==> src/rtl/ro_puf_controller.sv <==
// Ring-oscillator PUF sequencer: walks N_BITS rounds of settle/count/compare
// over the oscillator bank and assembles the response word.
module ro_puf_controller #(
    parameter int N_BITS = 8,
    parameter int WINDOW = 1000,
    parameter int SETTLE = 4,
    parameter int CNT_W  = 16
) (
    input  logic              CLK,
    input  logic              RST,
    input  logic              start,
    input  logic [5:0]        challenge,
    input  logic              ro_out1,
    input  logic              ro_out2,
    output logic [2:0]        ro_sel,
    output logic [2:0]        ro_bx,
    output logic              ro_en,
    output logic              busy,
    output logic              done,
    output logic [N_BITS-1:0] response
);
    // state   | meaning
    // IDLE    | waiting for start
    // SETUP   | new sel/bx applied, oscillators off, SETTLE cycles
    // RUN     | oscillators on, counting, WINDOW cycles
    // DRAIN   | oscillators off, synchronizer flush still counting, 2 cycles
    // COMPARE | response[round] <= cnt1 > cnt2
    // DONE    | one-cycle done pulse

    localparam int TMAX  = (WINDOW > SETTLE) ? WINDOW : SETTLE;
    localparam int TMR_W = $clog2(TMAX);
    localparam int RND_W = 5;

    typedef enum logic [2:0] {
        S_IDLE,
        S_SETUP,
        S_RUN,
        S_DRAIN,
        S_COMPARE,
        S_DONE
    } state_t;

    state_t            state_q, state_d;
    logic [TMR_W-1:0]  timer_q, timer_d;
    logic [RND_W-1:0]  round_q, round_d, round_nx;
    logic [5:0]        chal_q, chal_d;
    logic [2:0]        sel_q, sel_d;
    logic [2:0]        bx_q, bx_d;
    logic [CNT_W-1:0]  cnt1_q, cnt1_d;
    logic [CNT_W-1:0]  cnt2_q, cnt2_d;
    logic [N_BITS-1:0] resp_q, resp_d;
    logic [2:0]        sync1_q, sync1_d;
    logic [2:0]        sync2_q, sync2_d;
    logic              rise1, rise2, counting;

    always_comb begin
        state_d  = state_q;
        timer_d  = (timer_q != '0) ? timer_q - TMR_W'(1) : timer_q;
        round_d  = round_q;
        round_nx = round_q + RND_W'(1);
        chal_d   = chal_q;
        sel_d    = sel_q;
        bx_d     = bx_q;
        cnt1_d   = cnt1_q;
        cnt2_d   = cnt2_q;
        resp_d   = resp_q;

        // two sync stages plus one history stage for rising-edge detection
        sync1_d  = {sync1_q[1:0], ro_out1};
        sync2_d  = {sync2_q[1:0], ro_out2};
        rise1    = sync1_q[1] & ~sync1_q[2];
        rise2    = sync2_q[1] & ~sync2_q[2];
        counting = (state_q == S_RUN) || (state_q == S_DRAIN);

        if (counting && rise1 && (cnt1_q != '1)) cnt1_d = cnt1_q + CNT_W'(1);
        if (counting && rise2 && (cnt2_q != '1)) cnt2_d = cnt2_q + CNT_W'(1);

        case (state_q)
            S_IDLE: begin
                if (start) begin
                    chal_d  = challenge;
                    resp_d  = '0;
                    round_d = '0;
                    sel_d   = challenge[2:0];
                    bx_d    = challenge[5:3];
                    cnt1_d  = '0;
                    cnt2_d  = '0;
                    timer_d = TMR_W'(SETTLE - 1);
                    state_d = S_SETUP;
                end
            end
            S_SETUP: begin
                if (timer_q == '0) begin
                    timer_d = TMR_W'(WINDOW - 1);
                    state_d = S_RUN;
                end
            end
            S_RUN: begin
                if (timer_q == '0) begin
                    timer_d = TMR_W'(1);
                    state_d = S_DRAIN;
                end
            end
            S_DRAIN: begin
                if (timer_q == '0) state_d = S_COMPARE;
            end
            S_COMPARE: begin
                for (int i = 0; i < N_BITS; i++) begin
                    if (round_q == RND_W'(i)) resp_d[i] = (cnt1_q > cnt2_q);
                end
                if (round_q == RND_W'(N_BITS - 1)) begin
                    state_d = S_DONE;
                end else begin
                    round_d = round_nx;
                    sel_d   = chal_q[2:0] + round_nx[2:0];
                    bx_d    = chal_q[5:3] ^ round_nx[2:0];
                    cnt1_d  = '0;
                    cnt2_d  = '0;
                    timer_d = TMR_W'(SETTLE - 1);
                    state_d = S_SETUP;
                end
            end
            default: state_d = S_IDLE;
        endcase
    end

    always_ff @(posedge CLK or posedge RST) begin
        if (RST) begin
            state_q <= S_IDLE;
            timer_q <= '0;
            round_q <= '0;
            chal_q  <= '0;
            sel_q   <= '0;
            bx_q    <= '0;
            cnt1_q  <= '0;
            cnt2_q  <= '0;
            resp_q  <= '0;
            sync1_q <= '0;
            sync2_q <= '0;
        end else begin
            state_q <= state_d;
            timer_q <= timer_d;
            round_q <= round_d;
            chal_q  <= chal_d;
            sel_q   <= sel_d;
            bx_q    <= bx_d;
            cnt1_q  <= cnt1_d;
            cnt2_q  <= cnt2_d;
            resp_q  <= resp_d;
            sync1_q <= sync1_d;
            sync2_q <= sync2_d;
        end
    end

    // decoded straight from the state flop so reset drops ro_en without a clock
    assign ro_en    = (state_q == S_RUN);
    assign busy     = (state_q != S_IDLE);
    assign done     = (state_q == S_DONE);
    assign ro_sel   = sel_q;
    assign ro_bx    = bx_q;
    assign response = resp_q;

endmodule

==> config.mk <==
export PLATFORM = sky130hd
export DESIGN_NAME = ro_puf_controller
export DESIGN_NICKNAME = d
export VERILOG_FILES = /design/src/rtl/ro_puf_controller.sv
export SDC_FILE = /design/constraint.sdc
export NUM_CORES = 1
export LEC_CHECK = 0
export CAP_MARGIN = 15
export CELL_PAD_IN_SITES_DETAIL_PLACEMENT = 1
export CELL_PAD_IN_SITES_GLOBAL_PLACEMENT = 2
export CORE_MARGIN = 3
export CORE_UTILIZATION = 38
export CTS_CLUSTER_DIAMETER = 150
export DETAILED_ROUTE_END_ITERATION = 10
export MAX_ROUTING_LAYER = met4
export PLACE_DENSITY_LB_ADDON = 0.1
export SYNTH_ARGS = -nofsm -noshare
export SYNTH_HDL_FRONTEND = slang
export SYNTH_SLANG_ARGS = --single-unit
==> constraint.sdc <==
create_clock -name CLK -period 3.3 [get_ports CLK]
set_input_delay 0.495 -clock CLK [delete_from_list [all_inputs] [get_ports CLK]]
set_output_delay 0.495 -clock CLK [all_outputs]
set_load 0.01 [all_outputs]
==> run summary, run 1 <==
The nature of the critical path startpoint is a register. The endpoint type of the worst setup path was an output pin. The detailed-route vias per instance is 5.39, and the count of maximum capacitance violations is 0.

In this run, the combinational gates consume 39.6% of the power. The max-slew violation total from the final report is 0, and the post-synthesis instance area is 4420 um^2. Number of hold-repair buffers added at the cts stage: 0. The via count of the first global-routing pass was 3,785; the share of the cycle needed by the critical path after routing was 74.0%. From synthesis to final layout, the design area changed by 16.7%.

The fraction of power spent switching nets is 39.3%. The tools report the termination of the worst setup path as ro_en. The count of antenna diodes in the layout came out at 0.

The number of gates resized after CTS was 0. At the worst endpoint, the arrival time is 1950 ps. After detailed routing, the number of remaining DRC violations is 0. The core region is 11,100 um^2. For this run, the detailed router's first-pass iteration total came to 4. For the area of the die, the log shows 13,000 um^2. In this run the number of cells on the critical path is 3.

The most critical setup path has its startpoint at state_q[1]. After the last flow step, the layout net total stands at 545. The tools report the number of fillers in the final layout as 1,278.

The number of clock sinks is 76, and the maximum number of buffers from clock root to sink is 2. The run gives 1040 ps as the flop-to-flop setup slack. The count of cells along the worst register-to-register path came out at 5. Startpoint of the worst register-to-register path: round_q[0]. The number of distinct library cell variants in the gate-level netlist after synthesis is 63. Ranked by total cell area, the synthesized netlist is headed by dfrtp_1 43%, ha_1 7.1%, xnor2_1 5.1%. Traced cell by cell, the critical path runs through nand2b_1 -> nor2_1 -> clkdlybuf4s50_1. Synthesis produced a netlist with a net count of 519. The part of the Yosys area used for sequential elements was 43.0%. By count the netlist is led by 76 x dfrtp_1, 59 x nand2_1, 54 x nor2_1, 29 x inv_1, 26 x xnor2_1. The cell sitting at the root of the clock tree is a clkbuf_16. The gate family responsible for the most delay along the worst path was flip-flops. The run gives 39.7% as the initial cell density of the core. The library cell with the highest instance count after synthesis was dfrtp_1. The total global routing track utilization came out at 19.1%. The clock slew at the register clock pins of the worst setup and hold paths came out at 60 ps. TritonCTS built the clock tree. After synthesis, the mean cell area works out to 9.17 um^2.

The tools report the final-report hold violation count as 0. The number of DRC markers in iteration 0 is 175, and the first-pass GRT wire length is 19,000 um. CTS H-tree depth: 3.

The die width is 114 um, and the setup TNS after final layout is 0 ps. In this run the count of I/O pins placed on the die edge is 28. The clock reaches the later pin of the worst-skew pair after 340 ps. The reported leakage power was 2.17 nW; the overall die height was 114 um. On the final layout, the worst hold slack is 354 ps.

STA puts the critical path data required time at 2800 ps. The site row count is 38. Setup violations remaining at the end of the flow were counted as 0. The run gives 51.2% as the headroom to the max-slew limit. After clock tree synthesis, the setup repair step added 0 buffers. The aggregate global routing overflow was 0. Setup repair after global routing left no endpoint under its margin. The worst flop-to-flop path endpoint was ro_sel[2].

Of the total power, the clock network draws 24.1%. For the pin with the worst max-slew slack, the measured transition is 731 ps. Sequential cells burn 36.3% of the power. The detail route stage leaves a number of antenna-violating nets equal to 0. The fraction of post-synthesis cell area in the top cell type by area is 43.0%, and the buffer and inverter count on the worst path is 1.

The flow ran to the end, and the final reports show no timing, DRC or antenna violations. Top cell type by total area after synthesis: dfrtp_1. On the worst path, the slowest cell contributes a delay of 690 ps. The HPWL after detailed placement is 8040 um. The tools report the number of antenna violations at the first check in global routing as 0. Type of the tightest min-delay check: reg2reg. Dividing total power by cell area gives a power density of 895 nW/um^2. In this run the tool buffered the top-level ports with 27 buffer cells.

Across the VDD grid, the largest voltage drop is 0.000431 V. Class of the most critical setup path: reg2out. The maximum clock frequency is 409 MHz, and the fraction of final layout cells with drive strength greater than 1 is 9.55%.

The commonest register cell after synthesis was dfrtp_1. Along the worst path, the maximum fanout reaches 14. Minimum period implied by the final worst setup slack: 2440 ps.

The run gives 3,522 as the number of vias after detailed routing. Entering global routing, the biggest net connects 45 pins. On the critical path, the stage with the largest delay is an instance of dfrtp_1. During synthesis, Yosys emitted a total of 0 warnings. Internal power comes to 2.80 mW.

The congestion estimate from routability-driven global placement came to 0.848. Between clock sinks in the finished design, the worst skew comes to 8.31 ps. In the final routed layout, each cell accounts on average for 17.1 um.

For this block, the routed nets add up to 11,100 um of wire. In this run, synthesis inferred 0 flip-flops with an integrated enable. Synthesis produced 482 cells. The analysis attributes to net switching a power of 1.81 mW. Counting flops with an async set or reset pin after synthesis yields a share of 100%.

In this run, CTS created clock tree buffers numbering 9. The synthesis-stage register bit count works out to 76.
## layout by cell type, fill, tap and decap left out, drive strengths merged, types with 3 or more instances in the layout
cell / instances
dfrtp: 76
nand2: 59
nor2: 56
inv: 29
clkdlybuf4s50: 27
xnor2: 26
o21ai: 26
ha: 25
a21oi: 22
nand4: 14
nand3: 13
nor3: 13
clkbuf: 12
o211ai: 9
nand2b: 7
o22ai: 7
and3: 7
a31oi: 7
xor2: 7
a211oi: 7
nor4: 7
or2: 5
buf: 5
and4: 4
nor3b: 4
and2: 3
o21a: 3
clkinv: 3
or3: 3
## worst min path at each step
stage / start / endpoint / slack [ps] / cells past startpoint
floorplan: sync1_q[0] / sync1_q[1] / 330 / 0
finish: sync1_q[0] / sync1_q[1] / 350 / 0
CTS: sync1_q[0] / sync1_q[1] / 350 / 0
global placement: sync1_q[0] / sync1_q[1] / 330 / 0
detailed placement: sync1_q[0] / sync1_q[1] / 340 / 0
global route: sync1_q[0] / sync1_q[1] / 370 / 0
## area by class of cell
cell class              count  area (um^2)  share of cell area [%]
clock buffers              12          267                    5.17
clock inverters             4         70.1                    1.36
inverters                  30          114                    2.21
multi-input cells         359         2320                    45.0
flip-flops and latches     76         1900                    36.9
well taps                 140          175                    3.40
repair buffers             32          308                    5.97
## per-stage QoR
| stage | power, mW | util [%] | instances | worst slack (ps) | area [um^2] |
|---|---|---|---|---|---|
| after floorplan | 2.91 | - | 482 | 867 | 4420 |
| after global placement | 3.45 | 43.3 | 637 | 980 | 4820 |
| after CTS | 4.68 | 46.4 | 653 | 818 | 5160 |
| final | 4.61 | 46.4 | 653 | 857 | 5160 |
| after global routing | 5.02 | 46.4 | 653 | 681 | 5160 |
| after detailed placement | 3.54 | 43.3 | 637 | 984 | 4820 |
## registers in the layout, indices dropped and copies added (netlist names)
signal and flops:
chal_q 6, cnt1_q 16, cnt2_q 16, response 8
ro_bx 3, ro_sel 3, round_q 5, state_q 3
sync1_q 3, sync2_q 3, timer_q 10
## power groups by stage
stage / Sequential (mW) / Combinational (mW) / Clock (mW)
2_1_floorplan: 1.55 / 1.36 / 0
3_3_place_gp: 1.68 / 1.77 / 0
3_5_place_dp: 1.69 / 1.85 / 0
4_1_cts: 1.68 / 1.86 / 1.14
5_1_grt: 1.75 / 2.09 / 1.18
6_report: 1.68 / 1.83 / 1.11
## layer usage
metal	global-route usage [%]	vias up	part of all wire, %
li1	-	1741	-
met1	24.0	1737	48
met2	30.6	29	49
met3	3.98	15	2.1
met4	6.89	0	1.8
met5	-	-	0
## cells by family (layout without fill, tap and decap cells)
group	Yosys count	in the layout	synth area share (%)
AOI/OAI and AO/OA	94	94	13.7
and+or+nand+nor	205	205	24.6
xor gates and xnor gates	33	33	6.54
DFF	76	76	43.0
adders and majority gates	26	26	7.53
buffers and inverters	47	78	4.44
muxes	1	1	0.255
(Power assumes the default switching activity.)
==> inputs of run 2 (changes only) <==
Clock period 3.3 ns to 2.6 ns, I/O delays scaled along.
==> run summary, run 2 (synthesis gave the netlist of run 1 again) <==
The actual transition at the worst max-transition pin was 839 ps (+108 ps); the fraction of final layout cells with drive strength greater than 1 was 9.67% (+0.12 points). The areal power density over the cells was 1110 nW/um^2 (+24%). TritonCTS built the clock tree.

The tools report the reported leakage power as 2.18 nW (+0.39%). In the layout the commonest cells are 76 x dfrtp_1, 59 x nand2_1, 54 x nor2_1. In this run the clock root is driven by a clkbuf_16. The wire length per cell is 17.4 um (+1.8%), and the share of the cycle needed by the critical path after routing is 91.9%. The flow ran to the end, and the final reports show no timing, DRC or antenna violations. The largest voltage drop on the vdd net came out at 0.000510 V (+18%). The area growth from synthesis to layout is 17.1%. Number of antenna-violating nets in the routed design: 0 (unchanged).

The worst setup path is launched from a register. The largest net degree at the start of global routing is 61 (+36%). Type of the tightest min-delay check: in2async. Via count of the first global-routing pass: 3,819 (+0.90%). The tools report the number of setup violations in the final report as 0 (unchanged). The post-cts resize count is 0 (unchanged), and the number of detailed-routing iterations run before antenna repair is 4 (unchanged). The count of maximum capacitance violations was 0 (unchanged). The maximum number of buffers from clock root to sink was 2 (unchanged); the global-route track usage on met1 was 25.5% (+1.5 points). The total power of the final layout came out at 5.73 mW (+24%). The logs give 0 (unchanged) for the count of antenna diodes in the layout and 0 (unchanged) for the number of hold-repair buffers added at the cts stage. For the number of remaining DRC errors, the log shows 0 (unchanged). The share of the core filled with cells was 46.5% (+0.18 points); the setup TNS after final layout was 0 ps (unchanged). The die width came out at 114 um (unchanged).

The run gives 419 MHz as the maximum clock frequency. The overall die height was 114 um (unchanged); the first-pass GRT wire length was 19,700 um (+3.4%). The logs give 9 (unchanged) for the number of CTS-inserted buffers and 0 (unchanged) for the max-slew violation total from the final report.

The initial cell density of the core is 39.7% (unchanged). The logs give 0 (unchanged) for the final-report hold violation count and 11,400 um (+2.4%) for the total wirelength of the detailed-routed design. The clock latency of the later-clocked register in the worst-skew pair is 350 ps (about the same), and the number of clock sinks is 76 (unchanged). By startpoint and endpoint, the worst setup path is classified as reg2out.

For the number of antenna violations at the first check in global routing, the log shows 0 (unchanged). The headroom to the max-slew limit was 42.6% (-8.6 points). The global routing stage identified its most utilized layer as met2.

The arrival time reported for the critical path endpoint was 2000 ps (+50 ps). The clock slew at the register clock pins of the worst setup and hold paths was 60 ps (about the same); the buffers inserted during post-CTS setup optimization was 0 (unchanged). The area of the die was 13,000 um^2 (unchanged). The worst setup path is captured at an output pin. The detailed-route vias per instance is 5.45 (+1.1%). The worst hold slack across all endpoints is 330 ps (-24.2 ps), and the routability congestion estimate is 0.806 (-5.0%). Site row count: 38 (unchanged).

The tools report the total global routing track utilization as 19.8% (+0.73 points). The aggregate global routing overflow was 0 (unchanged); the final net count was 550 (+0.92%). The tools report the met2 capacity usage during global routing as 31.5% (+0.86 points).

The detailed-placement wirelength estimate was 8270 um (+2.9%); the data required time at the worst endpoint was 2210 ps (-590 ps). The port buffer count is 27 (unchanged), and the highest net fanout along the worst path is 11 (-3). The library cell used most frequently in the layout, excluding fill and tap cells, is dfrtp_1. For the number of DRC markers in iteration 0, the log shows 163 (-6.9%). The CTS H-tree depth came out at 3 (unchanged). Setup repair after global routing left no endpoint under its margin.

The largest registers in the layout are cnt1_q x16, cnt2_q x16, timer_q x10. The number of vias after detailed routing was 3,583 (+1.7%); the met3 track demand over resource was 2.86% (-1.1 points). The logs give 5.28 ps (-3.03 ps) for the post-route clock skew and 11,100 um^2 (unchanged) for the core region area.

The worst path needs 2390 ps of the cycle, external delays included. For the top-level port count, the log shows 28 (unchanged).
## run 2: metrics by stage
stage	instances	worst slack [ps]	area, um^2
after floorplan	482	272	4420
after global placement	642	242	4880
after detailed placement	642	227	4880
after CTS	657	178	5170
after global routing	657	83.8	5180
final	657	211	5180
## run 2: worst max-delay path: stages (launching register included)
cell and delay [ps]:
dfrtp_1 550, buf_4 240, nor3_1 290, inv_1 80, clkdlybuf4s50_1 490
## run 2: layout make-up
cell class	count	area [um^2]
Clock buffer	13	250
Sequential cell	76	1900
Clock inverter	2	35.0
Tap cell	140	175
Multi-Input combinational cell	359	2330
Timing Repair Buffer	37	370
Inverter	30	114
Fill cell	1293	5950
## run 2: report_power, final
part / total [mW] / internal, mW / switching (mW)
combinational: 2.36 / 1.05 / 1.31
sequential: 2.10 / 1.60 / 0.498
clock: 1.26 / 0.764 / 0.499
## run 2: path summary, 6_finish.rpt
kind	from	to	slack, ps	cells after the start
hold reg to reg	sync2_q[0]	sync2_q[1]	350	0
min in group CLK	sync2_q[0]	sync2_q[1]	350	0
setup / recovery	state_q[1]	busy	210	4
hold / removal	RST	cnt1_q[14]	330	2
max in group asynchronous	RST	timer_q[6]	1630	3
setup reg to reg	round_q[0]	cnt1_q[7]	280	6
## run 2: metal layers
metal / wire length (um) / vias up
met5: 0 / -
met2: 5490 / 34
li1: - / 1755
met4: 226 / 0
met3: 234 / 16
met1: 5460 / 1778
